`src/rtl/mem_bist_initiator.sv`:
```
// Self-test master for a single-port valid/ready memory: writes a seed^address pattern over a window, reads it back, reports the result.
// Define MEM_BIST_INV_PASS_EN to add a second write/read sweep using the inverted pattern.
module mem_bist_initiator #(
   parameter int MEMORY_WIDTH  = 8,
   parameter int MEMORY_DEPTH  = 16,
   parameter int ADDRESS_WIDTH = $clog2(MEMORY_DEPTH)
) (
   input  logic                     clk_i,
   input  logic                     rst_i,
   input  logic                     start_i,
   input  logic [ADDRESS_WIDTH-1:0] start_addr_i,
   input  logic [ADDRESS_WIDTH:0]   num_locations_i,
   input  logic [MEMORY_WIDTH-1:0]  seed_i,
   output logic                     busy_o,
   output logic                     done_o,
   output logic                     pass_o,
   output logic [ADDRESS_WIDTH-1:0] fail_addr_o,
   output logic [ADDRESS_WIDTH:0]   err_count_o,
   output logic                     valid_o,
   output logic                     wr_rd_o,
   output logic [ADDRESS_WIDTH-1:0] addr_o,
   output logic [MEMORY_WIDTH-1:0]  wdata_o,
   input  logic                     ready_i,
   input  logic [MEMORY_WIDTH-1:0]  rdata_i
);

   typedef enum logic [2:0] {
      IDLE, WRITE, READ, DONE
`ifdef MEM_BIST_INV_PASS_EN
      , WRITE_INV, READ_INV
`endif
   } state_t;

   localparam logic [ADDRESS_WIDTH-1:0] LAST_ADDR = ADDRESS_WIDTH'(MEMORY_DEPTH - 1);
   localparam logic [ADDRESS_WIDTH-1:0] ADDR_ONE  = ADDRESS_WIDTH'(1);
   localparam logic [ADDRESS_WIDTH:0]   DEPTH_N   = (ADDRESS_WIDTH + 1)'(MEMORY_DEPTH);
   localparam logic [ADDRESS_WIDTH:0]   CNT_ONE   = (ADDRESS_WIDTH + 1)'(1);

   state_t                   state, state_nxt;
   logic [ADDRESS_WIDTH-1:0] base, base_nxt;
   logic [ADDRESS_WIDTH:0]   len, len_nxt, k, k_nxt, win;
   logic [MEMORY_WIDTH-1:0]  seed, seed_nxt;
   logic                     valid_nxt, wr_rd_nxt, busy_nxt, done_nxt, pass_nxt;
   logic [ADDRESS_WIDTH-1:0] addr_nxt, fail_addr_nxt;
   logic [MEMORY_WIDTH-1:0]  wdata_nxt;
   logic [ADDRESS_WIDTH:0]   err_nxt;
   logic                     xfer, last, mismatch;

   function automatic logic is_write(input state_t s);
`ifdef MEM_BIST_INV_PASS_EN
      return (s == WRITE) || (s == WRITE_INV);
`else
      return s == WRITE;
`endif
   endfunction

   function automatic logic is_read(input state_t s);
`ifdef MEM_BIST_INV_PASS_EN
      return (s == READ) || (s == READ_INV);
`else
      return s == READ;
`endif
   endfunction

   function automatic logic is_inv(input state_t s);
`ifdef MEM_BIST_INV_PASS_EN
      return (s == WRITE_INV) || (s == READ_INV);
`else
      return (s != s);
`endif
   endfunction

   // Window addresses wrap from the top of the memory back to 0.
   function automatic logic [ADDRESS_WIDTH-1:0] next_addr(input logic [ADDRESS_WIDTH-1:0] a);
      if (a == LAST_ADDR) return '0;
      else return a + ADDR_ONE;
   endfunction

   function automatic logic [MEMORY_WIDTH-1:0] pattern(input logic [ADDRESS_WIDTH-1:0] a,
                                                       input logic [MEMORY_WIDTH-1:0] s,
                                                       input logic invert);
      logic [MEMORY_WIDTH-1:0] p;
      p = s ^ MEMORY_WIDTH'(a);
      return invert ? ~p : p;
   endfunction

   // A transfer completes on any cycle with valid_o && ready_i; while it waits,
   // valid_o, wr_rd_o, addr_o and wdata_o are held because nothing below moves without xfer.
   assign xfer     = valid_o & ready_i;
   assign last     = (k + CNT_ONE) == len;
   assign win      = (num_locations_i > DEPTH_N) ? DEPTH_N : num_locations_i;
   assign mismatch = rdata_i != pattern(addr_o, seed, is_inv(state));

   always_ff @(posedge clk_i or negedge rst_i) begin
      if (!rst_i) state <= IDLE;
      else        state <= state_nxt;
   end

   always_comb begin
      state_nxt = state;
      case (state)
         IDLE:      if (start_i) state_nxt = (win == '0) ? DONE : WRITE;
         WRITE:     if (xfer && last) state_nxt = READ;
`ifdef MEM_BIST_INV_PASS_EN
         READ:      if (xfer && last) state_nxt = WRITE_INV;
         WRITE_INV: if (xfer && last) state_nxt = READ_INV;
         READ_INV:  if (xfer && last) state_nxt = DONE;
`else
         READ:      if (xfer && last) state_nxt = DONE;
`endif
         DONE:      state_nxt = IDLE;
         default:   state_nxt = IDLE;
      endcase
   end

   always_comb begin
      base_nxt      = base;
      len_nxt       = len;
      seed_nxt      = seed;
      k_nxt         = k;
      valid_nxt     = valid_o;
      wr_rd_nxt     = wr_rd_o;
      addr_nxt      = addr_o;
      wdata_nxt     = wdata_o;
      pass_nxt      = pass_o;
      fail_addr_nxt = fail_addr_o;
      err_nxt       = err_count_o;
      busy_nxt      = state_nxt != IDLE;
      done_nxt      = state_nxt == DONE;
      if (state == IDLE && start_i) begin
         base_nxt      = start_addr_i;
         len_nxt       = win;
         seed_nxt      = seed_i;
         pass_nxt      = 1'b1;
         fail_addr_nxt = '0;
         err_nxt       = '0;
      end
      // pass_o still high means no earlier mismatch in this test.
      if (is_read(state) && xfer && mismatch) begin
         if (pass_o) fail_addr_nxt = addr_o;
         pass_nxt = 1'b0;
         if (err_count_o != '1) err_nxt = err_count_o + CNT_ONE;
      end
      if (xfer && !last) begin
         k_nxt     = k + CNT_ONE;
         addr_nxt  = next_addr(addr_o);
         wdata_nxt = is_write(state) ? pattern(next_addr(addr_o), seed, is_inv(state)) : '0;
      end
      if (state_nxt != state) begin
         k_nxt     = '0;
         valid_nxt = is_write(state_nxt) || is_read(state_nxt);
         wr_rd_nxt = is_write(state_nxt);
         addr_nxt  = (is_write(state_nxt) || is_read(state_nxt)) ? base_nxt : '0;
         wdata_nxt = is_write(state_nxt) ? pattern(base_nxt, seed_nxt, is_inv(state_nxt)) : '0;
      end
   end

   always_ff @(posedge clk_i or negedge rst_i) begin
      if (!rst_i) begin
         base        <= '0;
         len         <= '0;
         seed        <= '0;
         k           <= '0;
         valid_o     <= 1'b0;
         wr_rd_o     <= 1'b0;
         addr_o      <= '0;
         wdata_o     <= '0;
         busy_o      <= 1'b0;
         done_o      <= 1'b0;
         pass_o      <= 1'b1;
         fail_addr_o <= '0;
         err_count_o <= '0;
      end else begin
         base        <= base_nxt;
         len         <= len_nxt;
         seed        <= seed_nxt;
         k           <= k_nxt;
         valid_o     <= valid_nxt;
         wr_rd_o     <= wr_rd_nxt;
         addr_o      <= addr_nxt;
         wdata_o     <= wdata_nxt;
         busy_o      <= busy_nxt;
         done_o      <= done_nxt;
         pass_o      <= pass_nxt;
         fail_addr_o <= fail_addr_nxt;
         err_count_o <= err_nxt;
      end
   end

endmodule

```
`config.mk`:
```
export PLATFORM = sky130hd
export DESIGN_NAME = mem_bist_initiator
export DESIGN_NICKNAME = d
export VERILOG_FILES = /design/src/rtl/mem_bist_initiator.sv
export SDC_FILE = /design/constraint.sdc
export NUM_CORES = 1
export LEC_CHECK = 0
export BUFFER_PORTS_ARGS = -buffer_cell sky130_fd_sc_hd__buf_2
export CAP_MARGIN = 25
export CORE_MARGIN = 2
export CORE_UTILIZATION = 49
export CTS_CLUSTER_DIAMETER = 40
export DETAILED_ROUTE_END_ITERATION = 10
export PLACE_DENSITY = 0.75
export SLEW_MARGIN = 5
export SYNTH_ARGS = -nofsm -noshare
export SYNTH_HDL_FRONTEND = slang
export SYNTH_SLANG_ARGS = --single-unit
```
`constraint.sdc`:
```
create_clock -name clk_i -period 2.5 [get_ports clk_i]
set_input_delay 0.25 -clock clk_i [delete_from_list [all_inputs] [get_ports clk_i]]
set_output_delay 0.25 -clock clk_i [all_outputs]
set_load 0.01 [all_outputs]
```
==> results.md, run 1 <==
- Fin crit period: 2.40 ns
- Die Wd: 77.7 µm
- Global router's overall resource usage: 20.2%
- Site Rows: 26
- Post-synth EDFFs: 0
- FMAX: 0.416 GHz
- Antenna violations before repair: 0
- P_leak: 1.60 nW
- Slew HR: 66.7%
- H-Tree Depth: 2
- Mapped Area: 2660 µm²
- Total power: 1.88 mW
- Clk buf depth: 2
- GPL Wtd Cong: 0.806
- Wire length per cell: 14.4 µm
- # placed instances: 382
- Worst-skew pair later-pin latency: 0.31 ns
- DR iter-0 viols: 112
- # Max-Cap Violations: 0
- Synth unique cells: 45
- Crit share post-route: 96.1%
- Crit-path max FO: 8
- Fin nets: 354
- Seq/Total Area, Yosys: 48.0%
- Data arrival time of the critical path: 2.59 ns
- Status: finished clean
- Top delay family on crit path: compound AO/OA/AOI/OAI gates
- Core ar.: 5170 µm²
- PwrDens: 586 nW/µm²
- Root buffer cell: clkbuf_8
- Die Span Y: 77.7 µm
- Num Clock Sinks: 51
- Skew final: 0.00881 ns
- Worst Hold Class: in -> reg
- Largest net degree at the start of global routing: 30
- Antenna viol nets, final: 0
- Seq cells post-synth: 51
- Fraction of registers with async set/reset: 100%
- # port buffers: 54
- Post-route DRC: 0
- Crit-path slowest cell: or4_4
- P&R area growth vs syn: 20.4%
- Vias: 2038
- First-pass GRT wire length: 9690 µm
- Final setup fails: 0
- Critical path type: reg -> reg
- Cell count after synthesis: 254
- CTS buffer count: 5
- Final Slew Violations: 0
- Routed vias/inst: 5.20
- Syn Area/Cell: 10.5 µm²
- TritonCTS clock tree: done
- Crit-path cells: ha_4, xor2_1, a211oi_2, o311ai_2, or4_4, a21oi_4, buf_12, mux2_2
- # IOs: 55
- Crit-path max cell delay: 0.45 ns
- Final hold slack: 0.191 ns
- Diode count: 0
- Initial Utilization: 51.5%
- Required @ worst endpoint: 2.69 ns
- Die ar.: 6040 µm²
- Gr ovfl total: 0
- WL final: 5640 µm
- Post-Syn Nets: 287
- Worst vdd ir: 428 µV
- Setup TNS: 0 ns
- Tightest Pin Transition: 0.492 ns
- Fin area: 3210 µm²
- Hpwl dp: 4270 µm
- WP buf/inv: 1
- Final Hold Viols: 0
- CP Launch Type: register
- Ys flop type: dfrtp_1
- Synth warn: 0
- Endpoint class of the critical path: register
- Layout cells sized above 1: 28.6%
- Router iterations before antenna repair: 4
- Non-filler cells in the finished layout: 392
- Clock-pin slew on the worst setup and hold paths: 0.09 ns
- Placed inst area: 3080 µm²
- Number of global-route vias before repair: 1994
==> logic make-up after synthesis <==
kind of cell               Yosys count  synth area share (%)
adders and majority gates            4                  1.88
and+or+nand+nor                     74                  13.7
DFF                                 51                  48.0
AOI/OAI and AO/OA                   44                  11.8
buffers and inverters               30                  4.42
muxes                               23                  9.21
other                                1                 0.141
xor gates and xnor gates            27                  10.9
==> power by group <==
group / switching [mW] / internal, mW
Clock: 0.262 / 0.196
Combinational: 0.215 / 0.235
Sequential: 0.0658 / 0.906
==> worst paths after layout <==
check	start	endpoint	slack [ns]	cells after the start
max in group asynchronous	rst_i	pass_o	1.70	3
setup / recovery	k[0]	wdata_o[0]	0.1	8
min in group asynchronous	rst_i	base[2]	0.45	3
hold reg to reg	len[0]	len[0]	0.50	2
setup reg to reg	k[0]	wdata_o[0]	0.1	8
hold / removal	num_locations_i[3]	len[3]	0.19	3
==> sequential cells by signal (all words and copies together), names as in the netlist, 3 cells and up <==
signal and flops:
wdata_o 8, len 5, state 3, fail_addr_o 4
addr_o 4, err_count_o 5, base 4, seed 8
k 5
==> worst register-to-register path, cell delays in order (launching register included) <==
cell and delay [ns]:
dfrtp_1 0.42, ha_4 0.25, xor2_1 0.16, a211oi_2 0.20, o311ai_2 0.16, or4_4 0.45
a21oi_4 0.18, buf_12 0.14, mux2_2 0.34
==> cells in the final DEF, fill, tap and decap left out, types with 2 or more instances in the layout <==
cell type | synthesis | routed
nand3b_1 | 4 | 4
mux2_2 | 12 | 11
o211ai_1 | 2 | 2
xor2_1 | 7 | 7
nand2_1 | 28 | 28
xnor2_1 | 16 | 16
o22ai_1 | 5 | 5
nand3_1 | 10 | 10
xnor3_1 | 4 | 4
a21oi_1 | 6 | 6
clkbuf_8 | 0 | 5
o21ai_0 | 11 | 11
or3_1 | 2 | 2
buf_4 | 0 | 12
mux2i_1 | 11 | 11
nor2_1 | 12 | 12
ha_1 | 4 | 3
o2bb2ai_1 | 9 | 9
nand4_1 | 2 | 2
inv_1 | 22 | 22
dfrtp_1 | 50 | 50
nor2b_1 | 2 | 2
buf_2 | 4 | 54
and3_1 | 3 | 3
nor3_1 | 3 | 3
==> layer usage <==
metal	part of all wire, %	track usage [%]
met5	0	0
met4	1.7	7.32
met3	4.9	3.02
met2	47	31.2
met1	46	29.0
==> synthesized netlist by cell type (3+ instances only) <==
| master | instances | area [µm²] |
|---|---|---|
| nand2_1 | 28 | 105 |
| a21oi_1 | 6 | 30.0 |
| mux2i_1 | 11 | 110 |
| mux2_2 | 12 | 135 |
| clkbuf_1 | 4 | 15.0 |
| nand3b_1 | 4 | 30.0 |
| xor2_1 | 7 | 61.3 |
| and3_1 | 3 | 18.8 |
| dfrtp_1 | 50 | 1250 |
| ha_1 | 4 | 50.1 |
| o22ai_1 | 5 | 31.3 |
| inv_1 | 22 | 82.6 |
| nor2_1 | 12 | 45.0 |
| o2bb2ai_1 | 9 | 78.8 |
| xnor3_1 | 4 | 90.1 |
| nand3_1 | 10 | 50.1 |
| o21ai_0 | 11 | 55.1 |
| buf_2 | 4 | 20.0 |
| nor3_1 | 3 | 15.0 |
| xnor2_1 | 16 | 140 |
==> per-stage QoR <==
step | util (%) | setup WS, ns
global placement | 59.5 | 0.115
global route | 62.0 | -0.00871
finish | 62.0 | 0.0970
floorplan | - | 0.161
detailed placement | 59.5 | 0.0480
CTS | 61.3 | 0.0233
==> layout make-up <==
class                           count  area, µm²
Sequential cell                    51       1280
Clock buffer                        6       72.6
Fill cell                         446       1960
Timing Repair Buffer               68        390
Multi-Input combinational cell    173       1280
Tap cell                           70       87.6
Inverter                           22       82.6
Clock inverter                      2       12.5
==> repair_timing <==
| action | 4_1_cts | 5_1_grt |
|---|---|---|
| hold buffers | 1 | 0 |
| hold endpoints to repair | 50 | 0 |
| resized for setup | 0 | 2 |
| endpoints found under the setup margin | 0 | 8 |
| buffers inserted | 0 | 1 |
Power figures use the tool's default switching activity.
==> inputs of run 2 (changes only) <==
--- a/config.mk
+++ b/config.mk
@@ -7,6 +7,7 @@
 export LEC_CHECK = 0
 export BUFFER_PORTS_ARGS = -buffer_cell sky130_fd_sc_hd__buf_2
 export CAP_MARGIN = 25
+export CORE_ASPECT_RATIO = 1.2
 export CORE_MARGIN = 2
 export CORE_UTILIZATION = 49
 export CTS_CLUSTER_DIAMETER = 40
==> results.md, run 2 (synthesis gave the netlist of run 1 again) <==
- Die ar.: 6040 µm²
- Tightest Pin Transition: 0.654 ns
- P&R area growth vs syn: 20.9%
- Gr ovfl total: 0
- Worst Hold Class: in -> reg
- Routed vias/inst: 5.37
- Required @ worst endpoint: 2.69 ns
- Crit-path max FO: 8
- M1 WL: 2600 µm
- Crit-path cells: ha_4, xor2_1, a211oi_2, o311ai_2, or4_4, a21oi_4, buf_12, mux2_2
- Setup TNS: 0 ns
- WL final: 5780 µm
- CP Launch Type: register
- Clock-pin slew on the worst setup and hold paths: 0.10 ns
- Top delay family on crit path: compound AO/OA/AOI/OAI gates
- Data arrival time of the critical path: 2.60 ns
- Diode count: 0
- Psw: 0.566 mW
- Total power: 2.00 mW
- Pint: 1.44 mW
- DR iter-0 viols: 185
- Slew HR: 56.2%
- Number of global-route vias before repair: 2033
- Site Rows: 29
- # port buffers: 54
- Commonest non-fill, non-tap cell in the layout: buf_2
- Critical path type: reg -> reg
- Post-route DRC: 0
- Largest regs: seed (8), wdata_o (8)
- Non-filler cells in the finished layout: 380
- Num Clock Sinks: 51
- GPL Wtd Cong: 0.770
- Fin nets: 350
- TritonCTS clock tree: done
- Worst vdd ir: 427 µV
- # placed instances: 370
- WP buf/inv: 1
- Gate power share: 22.4%
- Fin crit period: 2.41 ns
- Setup repair after global routing missed its margin: no
- Clk buf depth: 2
- Final Hold Viols: 0
- CTS buffer count: 5
- Reg power frac: 48.6%
- Metal2 WL: 2850 µm
- Place WS: 0.0846 ns
- Crit-path slowest cell: or4_4
- Router iterations before antenna repair: 4
- Largest net degree at the start of global routing: 52
- Crit share post-route: 96.6%
- Final Slew Violations: 0
- Placed inst area: 3050 µm²
- Sw Share: 28.2%
- First-pass GRT wire length: 9640 µm
- H-Tree Depth: 2
- Fin area: 3220 µm²
- Die Span Y: 84.8 µm
- Top Layer Used: met4
- Core ar.: 5260 µm²
- Clock share of power: 29.0%
- Global router's overall resource usage: 20.1%
- Root buffer cell: clkbuf_8
- Die Wd: 71.3 µm
- Vias: 2040
- Endpoint class of the critical path: register
- Antenna viol nets, final: 0
- PwrDens: 622 nW/µm²
- Antenna violations before repair: 0
- FMAX: 0.414 GHz
- Final setup fails: 0
- # Max-Cap Violations: 0
- Fillers: 421
- Worst setup margin: 0.0857 ns
- Worst-skew pair later-pin latency: 0.31 ns
- # IOs: 55
- Met3 WL: 255 µm
- Initial Utilization: 50.6%
- Status: finished clean
- Most frequent cells in the layout: buf_2, dfrtp_1, nand2_1, inv_1, xnor2_1
- Layout cells sized above 1: 28.0%
- Hpwl dp: 4120 µm
- Wire length per cell: 15.2 µm
- Skew final: 0.0115 ns
- Crit-path max cell delay: 0.45 ns
- P_leak: 1.61 nW
==> run 2: worst min-delay path: cells and delay by family <==
kind / cells / cell delay, ns
buf+inv: 1 / 0.08
simple gates: 1 / 0.03
compound gates: 1 / 0.09
==> run 2: power by group through the flow <==
| stage | registers, mW | clock network [mW] | logic (mW) |
|---|---|---|---|
| after floorplan | 0.988 | 0 | 0.287 |
| after global placement | 0.986 | 0 | 0.429 |
| after detailed placement | 0.988 | 0 | 0.437 |
| after CTS | 0.973 | 0.594 | 0.441 |
| after global routing | 0.985 | 0.623 | 0.497 |
| final | 0.974 | 0.580 | 0.450 |
==> run 2: repair_timing <==
| action | 4_1_cts | 5_1_grt |
|---|---|---|
| endpoints found under the hold margin | 50 | 0 |
| setup endpoints to repair | 0 | 8 |
| hold buffers | 1 | 0 |
| buffers inserted | 0 | 1 |
| resized for setup | 0 | 5 |
==> run 2: cell type report <==
| cell class | count | area (µm²) | share of cell area [%] |
|---|---|---|---|
| Clock inverter | 3 | 43.8 | 1.36 |
| Tap cell | 62 | 77.6 | 2.41 |
| Sequential cell | 51 | 1280 | 39.7 |
| Inverter | 22 | 82.6 | 2.57 |
| Timing Repair Buffer | 64 | 373 | 11.6 |
| Clock buffer | 5 | 68.8 | 2.14 |
| Multi-Input combinational cell | 173 | 1300 | 40.3 |
==> run 2: metrics by stage <==
stage | utilization (%) | hold slack, ns
floorplan | - | -0.0456
global placement | 58.0 | 0.257
detailed placement | 58.0 | 0.263
CTS | 60.3 | 0.180
global route | 61.2 | 0.193
finish | 61.2 | 0.197
==> run 2: final timing paths <==
check	from	endpoint	slack (ns)	depth (start not counted)
max reg2reg	k[0]	wdata_o[1]	0.09	8
max in group asynchronous	rst_i	pass_o	1.76	3
min	seed_i[7]	seed[7]	0.20	3
min in group asynchronous	rst_i	base[3]	0.44	3
min reg2reg	len[4]	len[4]	0.51	2
max	k[0]	wdata_o[1]	0.09	8
==> run 2: per-layer routing <==
| metal | global-route usage, % | vias to the layer above |
|---|---|---|
| met4 | 6.35 | 0 |
| met1 | 27.3 | 975 |
| li1 | - | 1002 |
| met3 | 3.84 | 5 |
| met2 | 32.5 | 58 |
| met5 | 0 | - |
==> inputs of run 3 (changes only) <==
--- a/config.mk
+++ b/config.mk
@@ -12,7 +12,7 @@
 export CORE_UTILIZATION = 49
 export CTS_CLUSTER_DIAMETER = 40
 export DETAILED_ROUTE_END_ITERATION = 10
-export PLACE_DENSITY = 0.75
+export PLACE_DENSITY = 0.8
 export SLEW_MARGIN = 5
 export SYNTH_ARGS = -nofsm -noshare
 export SYNTH_HDL_FRONTEND = slang
==> results.md, run 3 (synthesis gave the netlist of run 1 again) <==
- Status: finished clean
- Worst Reg-to-Reg Cells: 8
- Number of global-route vias before repair: 2062
- Crit-path max cell delay: 0.45 ns
- Placed inst area: 3060 µm²
- Fin area: 3190 µm²
- Clk buf depth: 2
- Met3 Resource Use GR: 3.72%
- H-Tree Depth: 2
- # port buffers: 54
- Num Clock Sinks: 51
- Router iterations before antenna repair: 4
- First-pass GRT wire length: 9890 µm
- Largest regs: seed (8), wdata_o (8)
- Worst-skew pair later-pin latency: 0.30 ns
- Hold Startpoint: num_locations_i[3]
- Met2 Use GR: 34.3%
- CTS buffer count: 5
- Gr ovfl total: 0
- Skew final: 0.00645 ns
- Final hold slack: 0.187 ns
- Required @ worst endpoint: 2.69 ns
- Top delay family on crit path: compound AO/OA/AOI/OAI gates
- Place WS: 0.0922 ns
- Commonest non-fill, non-tap cell in the layout: buf_2
- Multi-input gate area: 1280 µm²
- Core ar.: 5260 µm²
- Die Wd: 71.3 µm
- Register area: 1280 µm²
- # IOs: 55
- Crit-path slowest cell: or4_4
- Layout Utilization: 60.7%
- Vias: 2088
- Crit-path cells: ha_1, xor2_1, a211oi_2, o311ai_2, or4_4, a21oi_4, buf_12, mux2_2
- Antenna violations before repair: 0
- Fillers: 420
- Fin nets: 351
- Non-filler cells in the finished layout: 381
- Crit-path max FO: 8
- Hold Crit Endpoint: len[3]
- Site Rows: 29
- Crit share post-route: 96.5%
- Final Hold Viols: 0
- Wire length per cell: 15.5 µm
- Final Slew Violations: 0
- Layout cells sized above 1: 27.6%
- Die ar.: 6040 µm²
- Largest net degree at the start of global routing: 29
- CP Launch Type: register
- Reg-to-Reg End: wdata_o[1]
- Worst setup margin: 0.0883 ns
- FMAX: 0.415 GHz
- Critical path type: reg -> reg
- Root buffer cell: clkbuf_8
- GRT met1 Usage: 28.1%
- DR iter-0 viols: 155
- Worst Hold Class: in -> reg
- Initial Utilization: 50.6%
- Setup slack on the worst flop-to-flop path: 0.09 ns
- Die Span Y: 84.8 µm
- WL final: 5900 µm
- Hold path depth: 3
- Most frequent cells in the layout: buf_2, dfrtp_1, nand2_1, inv_1, xnor2_1
- Slew HR: 61.9%
- Global router's overall resource usage: 21.0%
- Busiest grt layer: met2
- Data arrival time of the critical path: 2.60 ns
- P_leak: 1.60 nW
- Diode count: 0
- Worst reg2reg startpoint: k[1]
- Routed vias/inst: 5.48
- Endpoint class of the critical path: register
- Fin crit period: 2.41 ns
- # Max-Cap Violations: 0
- Clock-pin slew on the worst setup and hold paths: 0.09 ns
- Final setup fails: 0
- TritonCTS clock tree: done
- # placed instances: 371
- Antenna viol nets, final: 0
- P&R area growth vs syn: 19.9%
- Post-route DRC: 0
- Tightest Pin Transition: 0.571 ns
- WP buf/inv: 1
- GPL Wtd Cong: 0.915
- PwrDens: 609 nW/µm²
- Worst vdd ir: 402 µV
- Hpwl dp: 4340 µm
-- run 3: cell count changes in the layout (fill, tap and decap cells not counted), sizes merged --
cell / delta
clkinv: -2
bufinv: -1
clkbuf: +3
buf: +1
-- run 3: layout make-up --
cell class | count | area share (%)
clock buffer | 8 | 3.13
inverter | 22 | 2.59
multi-input combinational | 173 | 40.0
sequential | 51 | 40.0
tap | 62 | 2.43
timing repair buffer | 65 | 11.9
-- run 3: what timing repair did --
action | CTS | global route
setup endpoints to repair | 0 | 8
hold buffers | 1 | 0
endpoints found under the hold margin | 23 | 0
setup buffers | 0 | 1
gates resized for setup | 0 | 2
-- run 3: power breakdown --
part           internal [mW]  total, mW  leakage [nW]  switching, mW
Sequential             0.906      0.975         0.665         0.0686
Clock                  0.253      0.515        0.0515          0.262
Combinational          0.235      0.455         0.887          0.220
Total                   1.39       1.94          1.60          0.550
-- run 3: how the worst max path moves through the flow --
stage / from / endpoint / slack, ns / cells after the start
after CTS: k[1] / wdata_o[1] / 0.08 / 7
final: k[1] / wdata_o[1] / 0.09 / 8
after detailed placement: k[1] / wdata_o[1] / 0.09 / 7
after floorplan: k[0] / wdata_o[0] / 0.16 / 7
after global routing: k[0] / wdata_o[7] / -0.002 / 8
after global placement: k[0] / wdata_o[5] / 0.13 / 7
-- run 3: stage by stage --
step                      setup TNS (ns)  power (mW)
after floorplan                        0        1.28
after global placement                 0        1.42
after detailed placement               0        1.43
after CTS                              0        1.95
after global routing            -0.00265        2.05
final                                  0        1.94
-- run 3: routing by layer --
layer	wire length, µm	vias to the layer above
met5	0	-
met4	82	0
met3	234	6
met2	3060	58
met1	2520	1021
li1	-	1003
-- run 3: tightest hold or removal path, stage by stage --
cell	delay, ns
buf_2	0.08
nand3b_1	0.07
nand2_1	0.06
